===== src/rtl/tx_frame_sequencer.sv =====
// Frame sequencer: pops {last_addr, size} descriptors and streams each frame
// byte-by-byte from the packet buffer over a valid/ready interface, with an inter-frame gap.
module tx_frame_sequencer #(
  parameter int IFG_CYCLES = 4
) (
  input  logic       clk,
  input  logic       rst_n,
  input  logic       enable,
  input  logic       desc_empty,
  input  logic [7:0] desc_last_addr,
  input  logic [7:0] desc_data_size,
  output logic       desc_read_en,
  output logic [7:0] buf_rd_addr,
  input  logic [7:0] buf_rd_data,
  output logic [7:0] tx_data,
  output logic       tx_valid,
  output logic       tx_last,
  input  logic       tx_ready,
  output logic       busy,
  output logic       frame_done,
  output logic       zero_len_drop
);

  localparam int GW         = (IFG_CYCLES > 1) ? $clog2(IFG_CYCLES) : 1;
  localparam int GAP_LAST_I = (IFG_CYCLES > 0) ? IFG_CYCLES - 1 : 0;
  localparam logic [GW-1:0] GAP_LAST = GAP_LAST_I[GW-1:0];

  typedef enum logic [2:0] {
    IDLE,
    POP,
    FETCH,
    LOAD,
    SEND,
    GAP
  } state_t;

  // With no gap configured a finished frame returns straight to IDLE.
  localparam state_t AFTER_FRAME = (IFG_CYCLES > 0) ? GAP : IDLE;

  state_t          state_reg, state_next;
  logic [7:0]      rem_reg;
  logic [7:0]      addr_reg;
  logic [7:0]      data_reg;
  logic            last_reg;
  logic            zero_drop_reg;
  logic [GW-1:0]   gap_reg;

  always_ff @(posedge clk) begin
    if (!rst_n) begin
      state_reg     <= IDLE;
      rem_reg       <= 8'd0;
      addr_reg      <= 8'd0;
      data_reg      <= 8'd0;
      last_reg      <= 1'b0;
      zero_drop_reg <= 1'b0;
      gap_reg       <= '0;
    end else begin
      state_reg     <= state_next;
      zero_drop_reg <= 1'b0;
      gap_reg       <= '0;
      case (state_reg)
        POP: begin
          rem_reg       <= desc_data_size;
          // First byte address; mod-256 so frames may straddle 0xFF/0x00.
          addr_reg      <= desc_last_addr - desc_data_size + 8'd1;
          zero_drop_reg <= (desc_data_size == 8'd0);
        end
        LOAD: begin
          data_reg <= buf_rd_data;
          last_reg <= (rem_reg == 8'd1);
        end
        SEND: begin
          if (tx_ready && !last_reg) begin
            rem_reg  <= rem_reg - 8'd1;
            addr_reg <= addr_reg + 8'd1;
          end
        end
        GAP: begin
          gap_reg <= gap_reg + 1'b1;
        end
        default: ;
      endcase
    end
  end

  always_comb begin
    state_next = state_reg;
    case (state_reg)
      IDLE:  if (enable && !desc_empty) state_next = POP;
      POP:   state_next = (desc_data_size == 8'd0) ? AFTER_FRAME : FETCH;
      FETCH: state_next = LOAD;
      LOAD:  state_next = SEND;
      SEND: begin
        if (tx_ready) state_next = last_reg ? AFTER_FRAME : FETCH;
      end
      GAP:   if (gap_reg == GAP_LAST) state_next = IDLE;
      default: state_next = IDLE;
    endcase
  end

  assign desc_read_en  = (state_reg == POP);
  assign buf_rd_addr   = addr_reg;
  assign tx_data       = data_reg;
  assign tx_valid      = (state_reg == SEND);
  assign tx_last       = tx_valid && last_reg;
  assign busy          = (state_reg != IDLE);
  assign frame_done    = tx_valid && tx_ready && last_reg;
  assign zero_len_drop = zero_drop_reg;

endmodule

===== config.mk =====
export PLATFORM = sky130hd
export DESIGN_NAME = tx_frame_sequencer
export DESIGN_NICKNAME = d
export VERILOG_FILES = /design/src/rtl/tx_frame_sequencer.sv
export SDC_FILE = /design/constraint.sdc
export NUM_CORES = 1
export LEC_CHECK = 0
export ABC_AREA = 1
export BUFFER_PORTS_ARGS = -buffer_cell sky130_fd_sc_hd__buf_4
export CORE_MARGIN = 3
export CORE_UTILIZATION = 50
export CTS_CLUSTER_DIAMETER = 150
export DETAILED_ROUTE_END_ITERATION = 6
export HOLD_SLACK_MARGIN = 0.03
export PLACE_DENSITY_LB_ADDON = 0.12
export SETUP_SLACK_MARGIN = 0.1
export SLEW_MARGIN = 20
export SYNTH_ARGS = -nofsm -noshare
export SYNTH_HDL_FRONTEND = slang
export SYNTH_SLANG_ARGS = --single-unit
export TNS_END_PERCENT = 100

===== constraint.sdc =====
create_clock -name clk -period 2.4 [get_ports clk]
set_input_delay 0.72 -clock clk [delete_from_list [all_inputs] [get_ports clk]]
set_output_delay 0.72 -clock clk [all_outputs]
set_load 0.05 [all_outputs]

==> flow_summary.ini <==
[run_status]
status = complete, no violations

[timing]
tns_ns = 0
tightest_slew_ns = 0.353
final-setup-viol-count = 0
period_needed_ns = 2.16
rsz0062_at_grt = no
slew-limit-headroom_pct = 76.4
hold_viol_final = 0
post-route-period-util_pct = 89.8
slew_violations = 0
clock_skew_ns = 0.00611
fmax_ghz = 0.464

[die]
start_util_pct = 53.4
die_h_um = 69.7
rows = 22
core_area_sq_um = 3800
fp.dieW_um = 69.7
die_area_sq_um = 4860
io_pins = 51

[critical_path]
critPathKind = reg2out
crit_arrival_ns = 1.44
reg2regPathDepth = 8
cp-start-kind = flop
path_max_fanout = 6
rrSetupSlack_ns = 0.76
cp-end-kind = primary output
rr_endpoint = buf_rd_addr[2]$_SDFFE_PN0P_
rr_startpoint = state_reg[2]$_SDFFE_PN0P_
critPathRequiredTime_ns = 1.68

[cts]
clk_pin_slew_ns = 0.07
cts-resized-gates = 0
htreeDepth = 2
cts_setup_buffers = 0
clock_path_buffers = 2
cts_sinks = 31
cts_tree = built
cts_hold_buf = 0
cts_buffers = 5
clockRootBuffer = clkbuf_8
clk_latency_ns = 0.29

[cells_and_area]
layout_commonest_cell = nand2_1
area_delta_synth_final_pct = 26.9
fin_area_sq_um = 2580
drive_gt1_share_pct = 19.8
n_antenna_cell = 0
fin_nets = 409
instances_no_fill = 411
nFillCells = 362
layout_common_cells = nand2_1, buf_4, inv_1

[grt]
grt_max_degree = 26
grtUsageTotal_pct = 20.7
use_met2_pct = 34.1
grt_first_pass_wirelength_mm = 8.15
top_usage_layer = met2
grt_pass1_vias = 1851
overflow = 0
antenna_found_initial = 0
met1_usage_pct = 27.0
grt_use_met3_pct = 4.49

[pwr]
vdd_drop_max_mv = 0.472
p_per_area_nw_per_um2 = 595
power_leakage_nw = 1.37

[detailed_routing]
drt_iter0_drc = 128
routed_wirelength_mm = 5.02
routedWlPerCell_um = 12.2
first_pass_iters = 4
remaining_drc_errors = 0
vias = 2139
via_per_inst = 5.20
drt.antenna.violating_nets = 0

[logic_synthesis]
synth_edf_count = 0
syn_nets = 355
seq_area_frac_synth_pct = 30.6
synth_compound_area_share_pct = 16.5
synth_flop_cell = dfxtp_1
synth_cells = 308
yosysTopAreaCell = dfxtp_1
synth.area.top_cells = dfxtp_1, ha_1, nand2_1
synth-seq-cells = 31
syn_area_sq_um = 2030
yosysWarnings = 0
synthSimpleGateAreaFrac_pct = 27.6
synth.top_cell.area_share_pct = 30.6
synth_top_family_by_area = simple AND/OR/NAND/NOR gates
synth_fa_ha_area_share_pct = 11.5
synth_xor_area_share_pct = 2.16
postSynthAreaPerCell_sq_um = 6.59
synthMuxAreaShare_pct = 0
synth.distinct_cells = 30
synthArstFlopShare_pct = 0

[flow_run]
maxCapViolCount = 0

[min_path]
holdPathEnd = gap_reg[0]$_SDFF_PN0_
worstHoldStart = gap_reg[0]$_SDFF_PN0_
min_path_type = reg2reg
holdPathStages = 1

[place]
io_buffers = 50
dpl_cell_area_sq_um = 2450
dpl.cell_count = 403
dp_hpwl_mm = 3.86
gp_congestion = 0.873
==> layer usage <==
metal / wire, um / vias up
li1: - / 1107
met1: 2200 / 963
met2: 2420 / 62
met3: 344 / 7
met4: 57 / 0
met5: 0 / -
==> stage by stage <==
stage          hold slack [ns]  util [%]  power (mW)  worst slack (ns)
2_1_floorplan            0.398         -       0.898             0.159
5_1_grt                  0.448      67.8        1.61             0.105
4_1_cts                  0.432      67.6        1.54             0.178
3_5_place_dp             0.422      64.6        1.02           -0.0263
3_3_place_gp             0.416      64.6        1.02          -0.00618
6_report                 0.426      67.8        1.53             0.245
==> area by class of cell <==
| type | instances | area [sq um] | share of cell area, % |
|---|---|---|---|
| Multi-Input combinational cell | 219 | 1170 | 45.6 |
| Sequential cell | 31 | 621 | 24.1 |
| Timing Repair Buffer | 56 | 424 | 16.5 |
| Inverter | 49 | 184 | 7.14 |
| Clock buffer | 5 | 68.8 | 2.67 |
| Tap cell | 48 | 60.1 | 2.33 |
| Clock inverter | 3 | 43.8 | 1.70 |
==> worst max-delay path, stage by stage (launching register included) <==
cell and delay, ns:
dfxtp_1 0.46, nand2_2 0.10, inv_1 0.15, nand2_1 0.15, nor2_2 0.13, buf_6 0.17
==> worst max path at each step <==
stage / startpoint / to / cells after the start
2_1_floorplan: desc_last_addr[1] / buf_rd_addr[7]$_SDFFE_PN0P_ / 13
3_3_place_gp: desc_data_size[1] / buf_rd_addr[7]$_SDFFE_PN0P_ / 13
3_5_place_dp: desc_data_size[1] / buf_rd_addr[7]$_SDFFE_PN0P_ / 13
4_1_cts: state_reg[1]$_SDFFE_PN0P_ / frame_done / 6
5_1_grt: desc_last_addr[1] / buf_rd_addr[7]$_SDFFE_PN0P_ / 14
6_report: state_reg[2]$_SDFFE_PN0P_ / frame_done / 5
==> kinds of logic (layout without fill, tap and decap cells) <==
| family | after synthesis | after routing |
|---|---|---|
| and+or+nand+nor | 133 | 133 |
| DFF | 31 | 31 |
| xor gates and xnor gates | 5 | 5 |
| buffers and inverters | 58 | 113 |
| AOI/OAI and AO/OA | 63 | 63 |
| adders and majority gates | 18 | 18 |
==> synth_stat cells (all sizes together) (3+ instances only) <==
cell type and count:
a21oi 20, a31oi 4, buf 4, clkbuf 5, dfxtp 31, ha 17, inv 48, nand2 58
nand3 24, nand4 4, nor2 42, nor3 3, o21ai 35, xor2 4
==> power by group <==
part / internal, mW / switching, mW / leakage (nW)
Combinational: 0.168 / 0.268 / 1.06
Sequential: 0.548 / 0.0341 / 0.252
Clock: 0.309 / 0.205 / 0.0581
Total: 1.02 / 0.508 / 1.37
(Power assumes the default switching activity.)
